<file path="src/rtl/motion_pkg.sv">
// motion_pkg: shared types and helpers for the motion stream core.
// Bundles are sized by CHAN_W here; keep it equal to the top's CHAN_W.
package motion_pkg;

    localparam int CHAN_W = 8;

    typedef enum logic [1:0] {
        MODE_HL   = 2'd0,
        MODE_MASK = 2'd1,
        MODE_PASS = 2'd2
    } mode_e;

    typedef struct packed {
        logic [CHAN_W-1:0] r;
        logic [CHAN_W-1:0] g;
        logic [CHAN_W-1:0] b;
    } rgb_t;

    typedef struct packed {
        logic [CHAN_W-1:0] x;
        rgb_t              c;
    } pix_t;

    typedef struct packed {
        logic              valid;
        pix_t              word;
        logic [CHAN_W-1:0] gray_fr;
        logic [CHAN_W-1:0] gray_bg;
        logic [CHAN_W-1:0] thr;
        mode_e             mode;
    } s1_t;

    typedef struct packed {
        logic              valid;
        pix_t              word;
        logic [CHAN_W-1:0] diff;
        logic [CHAN_W-1:0] thr;
        mode_e             mode;
    } s2_t;

    function automatic logic [CHAN_W-1:0] gray_of(input rgb_t c);
        logic [CHAN_W+1:0] sum;
        sum = {2'b00, c.r} + {1'b0, c.g, 1'b0} + {2'b00, c.b};
        return CHAN_W'(sum >> 2);
    endfunction

    // The reserved encoding falls back to pass-through.
    function automatic mode_e to_mode(input logic [1:0] m);
        mode_e md;
        case (m)
            2'd0:    md = MODE_HL;
            2'd1:    md = MODE_MASK;
            default: md = MODE_PASS;
        endcase
        return md;
    endfunction

endpackage

</file>
<file path="src/rtl/motion_stream_core_frame_ctr.sv">
// motion_frame_ctr: pixel-in-frame counter wrapping at FRAME_PIXELS.
// Flags the first and last pixel position of the current frame.
module motion_frame_ctr #(
    parameter int FRAME_PIXELS = 76800
) (
    input  logic clk,
    input  logic reset,
    input  logic inc_i,
    output logic first_o,
    output logic last_o
);

    localparam int CW = (FRAME_PIXELS > 1) ? $clog2(FRAME_PIXELS) : 1;
    localparam logic [CW-1:0] LAST = CW'(FRAME_PIXELS - 1);

    logic [CW-1:0] cnt_q;
    logic [CW-1:0] cnt_d;

    assign first_o = (cnt_q == '0);
    assign last_o  = (cnt_q == LAST);

    always_comb begin
        cnt_d = cnt_q;
        if (inc_i) begin
            cnt_d = last_o ? '0 : cnt_q + 1'b1;
        end
    end

    always_ff @(posedge clk or negedge reset) begin
        if (!reset) begin
            cnt_q <= '0;
        end else begin
            cnt_q <= cnt_d;
        end
    end

endmodule

</file>
<file path="src/rtl/motion_stream_core.sv">
// motion_stream_core: 3-stage stall-aware gray-difference motion pipeline.
// Optional motion_count output is enabled by defining MOTION_STATS_EN.
module motion_stream_core #(
    parameter int                  CHAN_W       = motion_pkg::CHAN_W,
    parameter int                  FRAME_PIXELS = 76800,
    parameter logic [3*CHAN_W-1:0] HL_COLOR     = 24'hFF0000
) (
    input  logic                clk,
    input  logic                reset,
    input  logic [4*CHAN_W-1:0] bg_dout,
    input  logic                bg_empty,
    output logic                bg_rd_en,
    input  logic [4*CHAN_W-1:0] fr_dout,
    input  logic                fr_empty,
    output logic                fr_rd_en,
    output logic [4*CHAN_W-1:0] out_din,
    input  logic                out_full,
    output logic                out_wr_en,
    input  logic [CHAN_W-1:0]   threshold,
    input  logic [1:0]          mode,
    output logic                frame_done,
    output logic                busy
`ifdef MOTION_STATS_EN
    ,
    output logic [$clog2(FRAME_PIXELS+1)-1:0] motion_count
`endif
);

    import motion_pkg::*;

    s1_t                s1_q;
    s1_t                s1_d;
    s2_t                s2_q;
    s2_t                s2_d;
    logic               s3_valid_q;
    logic [4*CHAN_W-1:0] s3_word_q;
    logic [4*CHAN_W-1:0] s3_word_d;

    logic [CHAN_W-1:0]  frame_thr_q;
    logic [CHAN_W-1:0]  frame_thr_d;
    mode_e              frame_mode_q;
    mode_e              frame_mode_d;

    logic               advance;
    logic               pop;
    logic               motion;
    logic               in_first;
    logic               in_last;
    logic               out_first;
    logic               out_last;
    pix_t               bg_pix;
    pix_t               fr_pix;

    assign advance = !(s3_valid_q && out_full);
    assign pop     = advance && !bg_empty && !fr_empty;
    assign bg_pix  = bg_dout;
    assign fr_pix  = fr_dout;

    motion_frame_ctr #(
        .FRAME_PIXELS(FRAME_PIXELS)
    ) u_in_ctr (
        .clk    (clk),
        .reset  (reset),
        .inc_i  (pop),
        .first_o(in_first),
        .last_o (in_last)
    );

    motion_frame_ctr #(
        .FRAME_PIXELS(FRAME_PIXELS)
    ) u_out_ctr (
        .clk    (clk),
        .reset  (reset),
        .inc_i  (out_wr_en),
        .first_o(out_first),
        .last_o (out_last)
    );

    // A frame's first pop uses the live inputs and latches them.
    always_comb begin
        frame_thr_d  = frame_thr_q;
        frame_mode_d = frame_mode_q;
        if (pop && in_first) begin
            frame_thr_d  = threshold;
            frame_mode_d = to_mode(mode);
        end
    end

    always_comb begin
        s1_d         = '0;
        s1_d.valid   = pop;
        s1_d.word    = fr_pix;
        s1_d.gray_fr = gray_of(fr_pix.c);
        s1_d.gray_bg = gray_of(bg_pix.c);
        s1_d.thr     = in_first ? threshold : frame_thr_q;
        s1_d.mode    = in_first ? to_mode(mode) : frame_mode_q;
    end

    always_comb begin
        s2_d       = '0;
        s2_d.valid = s1_q.valid;
        s2_d.word  = s1_q.word;
        s2_d.thr   = s1_q.thr;
        s2_d.mode  = s1_q.mode;
        if (s1_q.gray_fr >= s1_q.gray_bg) begin
            s2_d.diff = s1_q.gray_fr - s1_q.gray_bg;
        end else begin
            s2_d.diff = s1_q.gray_bg - s1_q.gray_fr;
        end
    end

    always_comb begin
        motion    = (s2_q.diff > s2_q.thr);
        s3_word_d = s2_q.word;
        case (s2_q.mode)
            MODE_HL: begin
                if (motion) begin
                    s3_word_d = {s2_q.word.x, HL_COLOR};
                end
            end
            MODE_MASK: s3_word_d = motion ? '1 : '0;
            default:   ;
        endcase
    end

    always_ff @(posedge clk or negedge reset) begin
        if (!reset) begin
            frame_thr_q  <= '0;
            frame_mode_q <= MODE_HL;
        end else begin
            frame_thr_q  <= frame_thr_d;
            frame_mode_q <= frame_mode_d;
        end
    end

    always_ff @(posedge clk or negedge reset) begin
        if (!reset) begin
            s1_q       <= '0;
            s2_q       <= '0;
            s3_valid_q <= 1'b0;
            s3_word_q  <= '0;
        end else if (advance) begin
            s1_q       <= s1_d;
            s2_q       <= s2_d;
            s3_valid_q <= s2_q.valid;
            s3_word_q  <= s3_word_d;
        end
    end

    assign bg_rd_en   = pop;
    assign fr_rd_en   = pop;
    assign out_wr_en  = s3_valid_q && !out_full;
    assign out_din    = s3_word_q;
    assign frame_done = out_wr_en && out_last;
    assign busy       = s1_q.valid || s2_q.valid || s3_valid_q
                     || !in_first || !out_first;

`ifdef MOTION_STATS_EN
    localparam int MC_W = $clog2(FRAME_PIXELS + 1);

    logic            s3_motion_q;
    logic [MC_W-1:0] acc_q;
    logic [MC_W-1:0] acc_d;
    logic [MC_W-1:0] mc_q;
    logic [MC_W-1:0] mc_d;

    // Total includes the frame's last pixel, written in the same cycle.
    always_comb begin
        acc_d = acc_q;
        mc_d  = mc_q;
        if (out_wr_en) begin
            if (out_last) begin
                mc_d  = acc_q + MC_W'(s3_motion_q);
                acc_d = '0;
            end else begin
                acc_d = acc_q + MC_W'(s3_motion_q);
            end
        end
    end

    always_ff @(posedge clk or negedge reset) begin
        if (!reset) begin
            s3_motion_q <= 1'b0;
            acc_q       <= '0;
            mc_q        <= '0;
        end else begin
            if (advance) begin
                s3_motion_q <= motion;
            end
            acc_q <= acc_d;
            mc_q  <= mc_d;
        end
    end

    assign motion_count = mc_q;
`else
    logic unused_in_last;
    assign unused_in_last = in_last;
`endif

endmodule
</file>
<file path="config.mk">
export PLATFORM = sky130hd
export DESIGN_NAME = motion_stream_core
export DESIGN_NICKNAME = d
export VERILOG_FILES = /design/src/rtl/motion_pkg.sv /design/src/rtl/motion_stream_core_frame_ctr.sv /design/src/rtl/motion_stream_core.sv
export SDC_FILE = /design/constraint.sdc
export NUM_CORES = 1
export LEC_CHECK = 0
export CORE_UTILIZATION = 58
export DETAILED_ROUTE_END_ITERATION = 6
export DONT_BUFFER_PORTS = 1
export PLACE_DENSITY = 0.76
export SLEW_MARGIN = 30
export SYNTH_ARGS = -nofsm -noshare
export SYNTH_HDL_FRONTEND = slang
export SYNTH_SLANG_ARGS = --single-unit
</file>
<file path="constraint.sdc">
create_clock -name clk -period 2.4 [get_ports clk]
set_clock_uncertainty 0.05 [all_clocks]
set_input_delay 0.24 -clock clk [delete_from_list [all_inputs] [get_ports clk]]
set_output_delay 0.24 -clock clk [all_outputs]
set_load 0.05 [all_outputs]
</file>
==> results.json <==
{
  "period_share_pct": 106,
  "antenna_found_initial": 0,
  "die_h_um": 129,
  "final_util_pct": 70.2,
  "start_util_pct": 59.2,
  "grt_pass1_vias": 6940,
  "synth_top_area_share_pct": 50.1,
  "dominantRegCellSynth": "dfrtp_1",
  "status": "finished, violations left",
  "worst_pin_slew_ps": 561,
  "worstPathMaxFanout": 2,
  "path_buf_inv": 1,
  "numPortBuffers": 0,
  "syn2layout_area_growth_pct": 18.6,
  "ys_seq_area_share_pct": 50.1,
  "nets": 1197,
  "grt_pass1_wl_mm": 33.6,
  "ys_ff_latch": 187,
  "place.detailed.hpwl_mm": 12.8,
  "synthArstFlopShare_pct": 100,
  "antenna_cells": 0,
  "end_kind": "output port",
  "synth-simple-area-share_pct": 21.1,
  "core_area_um2": 15800,
  "clk_pin_slew_ps": 70,
  "slowest_stage": "or4_4",
  "drc_errors": 0,
  "relSlewSlack_pct": 62.6,
  "fill_cells": 1144,
  "synth_mux_area_share_pct": 2.49,
  "io_pins": 116,
  "min_period_ps": 2550,
  "grt_overflow_total": 0,
  "synth.avg_cell_area_um2": 9.46,
  "clock_latency_ps": 440,
  "hold_ws_ps": -543,
  "crit_path_cell_trace": "or4_4 -> or4_4 -> nor4_2 -> nand4b_1 -> buf_6",
  "max-cap-violations": 0,
  "place_area_um2": 9830,
  "htreeDepth": 4,
  "cellPowerDensity_nw_per_um2": 1260,
  "vias_per_cell": 5.51,
  "placedCellCount": 1204,
  "yosysMostFrequentCell": "nand2_1",
  "stdcell_area_um2": 11100,
  "synth_fa_ha_area_share_pct": 9.36,
  "synth_fp_nets": 1125,
  "hold_violations": 187,
  "cts_max_path_buffers": 2,
  "synth_edf_count": 0,
  "min_path_type": "in2async",
  "syn_area_um2": 9340,
  "netlist_top_cells_area": "dfrtp_1 (50%), nand2_1 (12%), ha_1 (5.5%), fa_1 (3.9%), a21oi_1 (3.3%)",
  "crit_type": "reg2out",
  "cp-start-kind": "flip-flop",
  "dr_total_vias": 7094,
  "rsz0062_at_grt": "yes",
  "max_stage_delay_ps": 550,
  "cts_num_sinks": 187,
  "netSwitchingFraction_pct": 41.5,
  "setup-violations-final": 5,
  "fmaxAchievable_ghz": 0.392,
  "cts_made_buffers": 17,
  "synth_top_family_by_area": "simple AND/OR/NAND/NOR gates",
  "grt_max_degree": 188,
  "ir_drop_mv": 0.971,
  "final-instance-count-excl-fill": 1288,
  "layout_setup_ws_ps": -153,
  "die_w_um": 129,
  "netlist_instances": 987,
  "violations": "hold timing, setup timing",
  "gp_congestion": 0.859,
  "slew_violations": 0,
  "synth_compound_gate_area_share_pct": 9.93,
  "synth_common_cells": "nand2_1 (287), dfrtp_1 (187), a21oi_1 (61)",
  "crit_family": "simple AND/OR/NAND/NOR gates",
  "synth_area_leader_cell": "dfrtp_1",
  "seq_power_share_pct": 41.8,
  "p_switching_mw": 5.77,
  "internal_power_mw": 8.14,
  "wire_per_inst_um": 15.9,
  "pre_cts_ws_ps": -104,
  "p_leak_nw": 5.36,
  "clkPwrFrac_pct": 20.3,
  "cp.required_ps": 2110,
  "ant_nets": 0,
  "ys_types": 57,
  "track_usage_pct": 26.0,
  "clockRootBuffer": "clkbuf_16",
  "drt-initial-drc-count": 431,
  "yosys_warnings": 0,
  "cts_tree": "done",
  "drive_gt1_share_pct": 12.9,
  "hold_buffers": 40,
  "die_area_um2": 16600,
  "synth_xor_area_share_pct": 3.57,
  "crit_top_cell": "or4_4",
  "drtPass1Iterations": 5,
  "rows": 46,
  "arrival_ps": 2260,
  "routed_wl_mm": 20.5,
  "p_comb_share_pct": 37.9
}
-- timing repair --
item / 4_1_cts / 5_1_grt
gates resized for setup: 17 / 16
pin swaps: 12 / 9
endpoints found under the setup margin: 6 / 8
cloned: 0 / 0
setup buffers: 8 / 4
hold endpoints to repair: 236 / 187
-- path summary, 6_finish.rpt --
check | startpoint | endpoint | slack, ps | depth (start not counted)
worst max-delay path | u_out_ctr.cnt_q[10] | busy | -150 | 5
worst min-delay path | reset | s1_q[14] | -540 | 0
worst min register to register | s1_q[54] | s1_q[54] | 420 | 2
max in group asynchronous | reset | u_in_ctr.cnt_q[5] | 2530 | 0
min in group clk | fr_dout[17] | s1_q[43] | 60 | 2
worst max register to register | s1_q[10] | s2_q[16] | -40 | 10
-- cell families (layout without fill, tap and decap cells) --
| family | count (synthesis) | after routing |
|---|---|---|
| AO/OA/AOI/OAI | 153 | 153 |
| XOR/XNOR | 38 | 38 |
| adder cells (fa/ha/maj) | 59 | 59 |
| buffers and inverters | 81 | 166 |
| flip-flops | 187 | 187 |
| multiplexers | 22 | 22 |
| AND/OR/NAND/NOR | 447 | 447 |
-- through the flow --
step | setup TNS (ps) | total power [mW]
6_report | -335 | 13.9
5_1_grt | -721 | 14.8
4_1_cts | -457 | 13.6
3_5_place_dp | -321 | 10.4
3_3_place_gp | -85.9 | 10.2
2_1_floorplan | 0 | 8.97
-- flip-flops by register name, summed over array words and instances (netlist names) --
signal / count
s1_q: 59
s2_q: 51
out_din: 32
u_in_ctr.cnt_q: 17
u_out_ctr.cnt_q: 17
frame_thr_q: 8
frame_mode_q: 2
s3_valid_q: 1
-- power by group through the flow --
stage / Combinational, mW / Sequential, mW / Clock (mW)
global placement: 4.43 / 5.80 / 0
global route: 5.85 / 5.94 / 3.01
finish: 5.27 / 5.82 / 2.83
detailed placement: 4.57 / 5.84 / 0
CTS: 4.89 / 5.80 / 2.88
floorplan: 3.34 / 5.63 / 0
-- metal layers --
layer	GRT usage (%)	wire length (µm)
met5	0	0
met1	32.8	8790
met4	9.34	473
met2	43.6	10200
met3	6.53	1040
-- final cells by class --
cell class                      count  area (µm²)  share of cell area [%]
Clock buffer                       18         429                    3.88
Inverter                           42         158                    1.42
Clock inverter                     14         168                    1.51
Sequential cell                   187        4680                    42.3
Timing Repair Buffer               92         852                    7.70
Tap cell                          216         270                    2.44
Multi-Input combinational cell    719        4510                    40.8
-- cells in the final DEF, fill, tap and decap left out, types with 4 or more instances in the layout --
cell             n
nand2_1        286
dfrtp_1        186
nor2_1          60
a21oi_1         56
buf_4           45
o21ai_0         44
inv_1           41
dlygate4sd3_1   40
ha_1            39
xnor2_1         23
nand3_1         18
clkbuf_16       17
xor2_1          15
fa_1            15
a21o_1          12
mux2i_1         12
nor3_1          11
mux2_2          10
nand4_1          9
and3_1           8
nand3b_1         7
nor4_1           6
or4_4            5
o211ai_1         5
clkinv_4         5
a21oi_2          4
buf_12           4
Note: power is estimated with default switching activity, not from simulation.
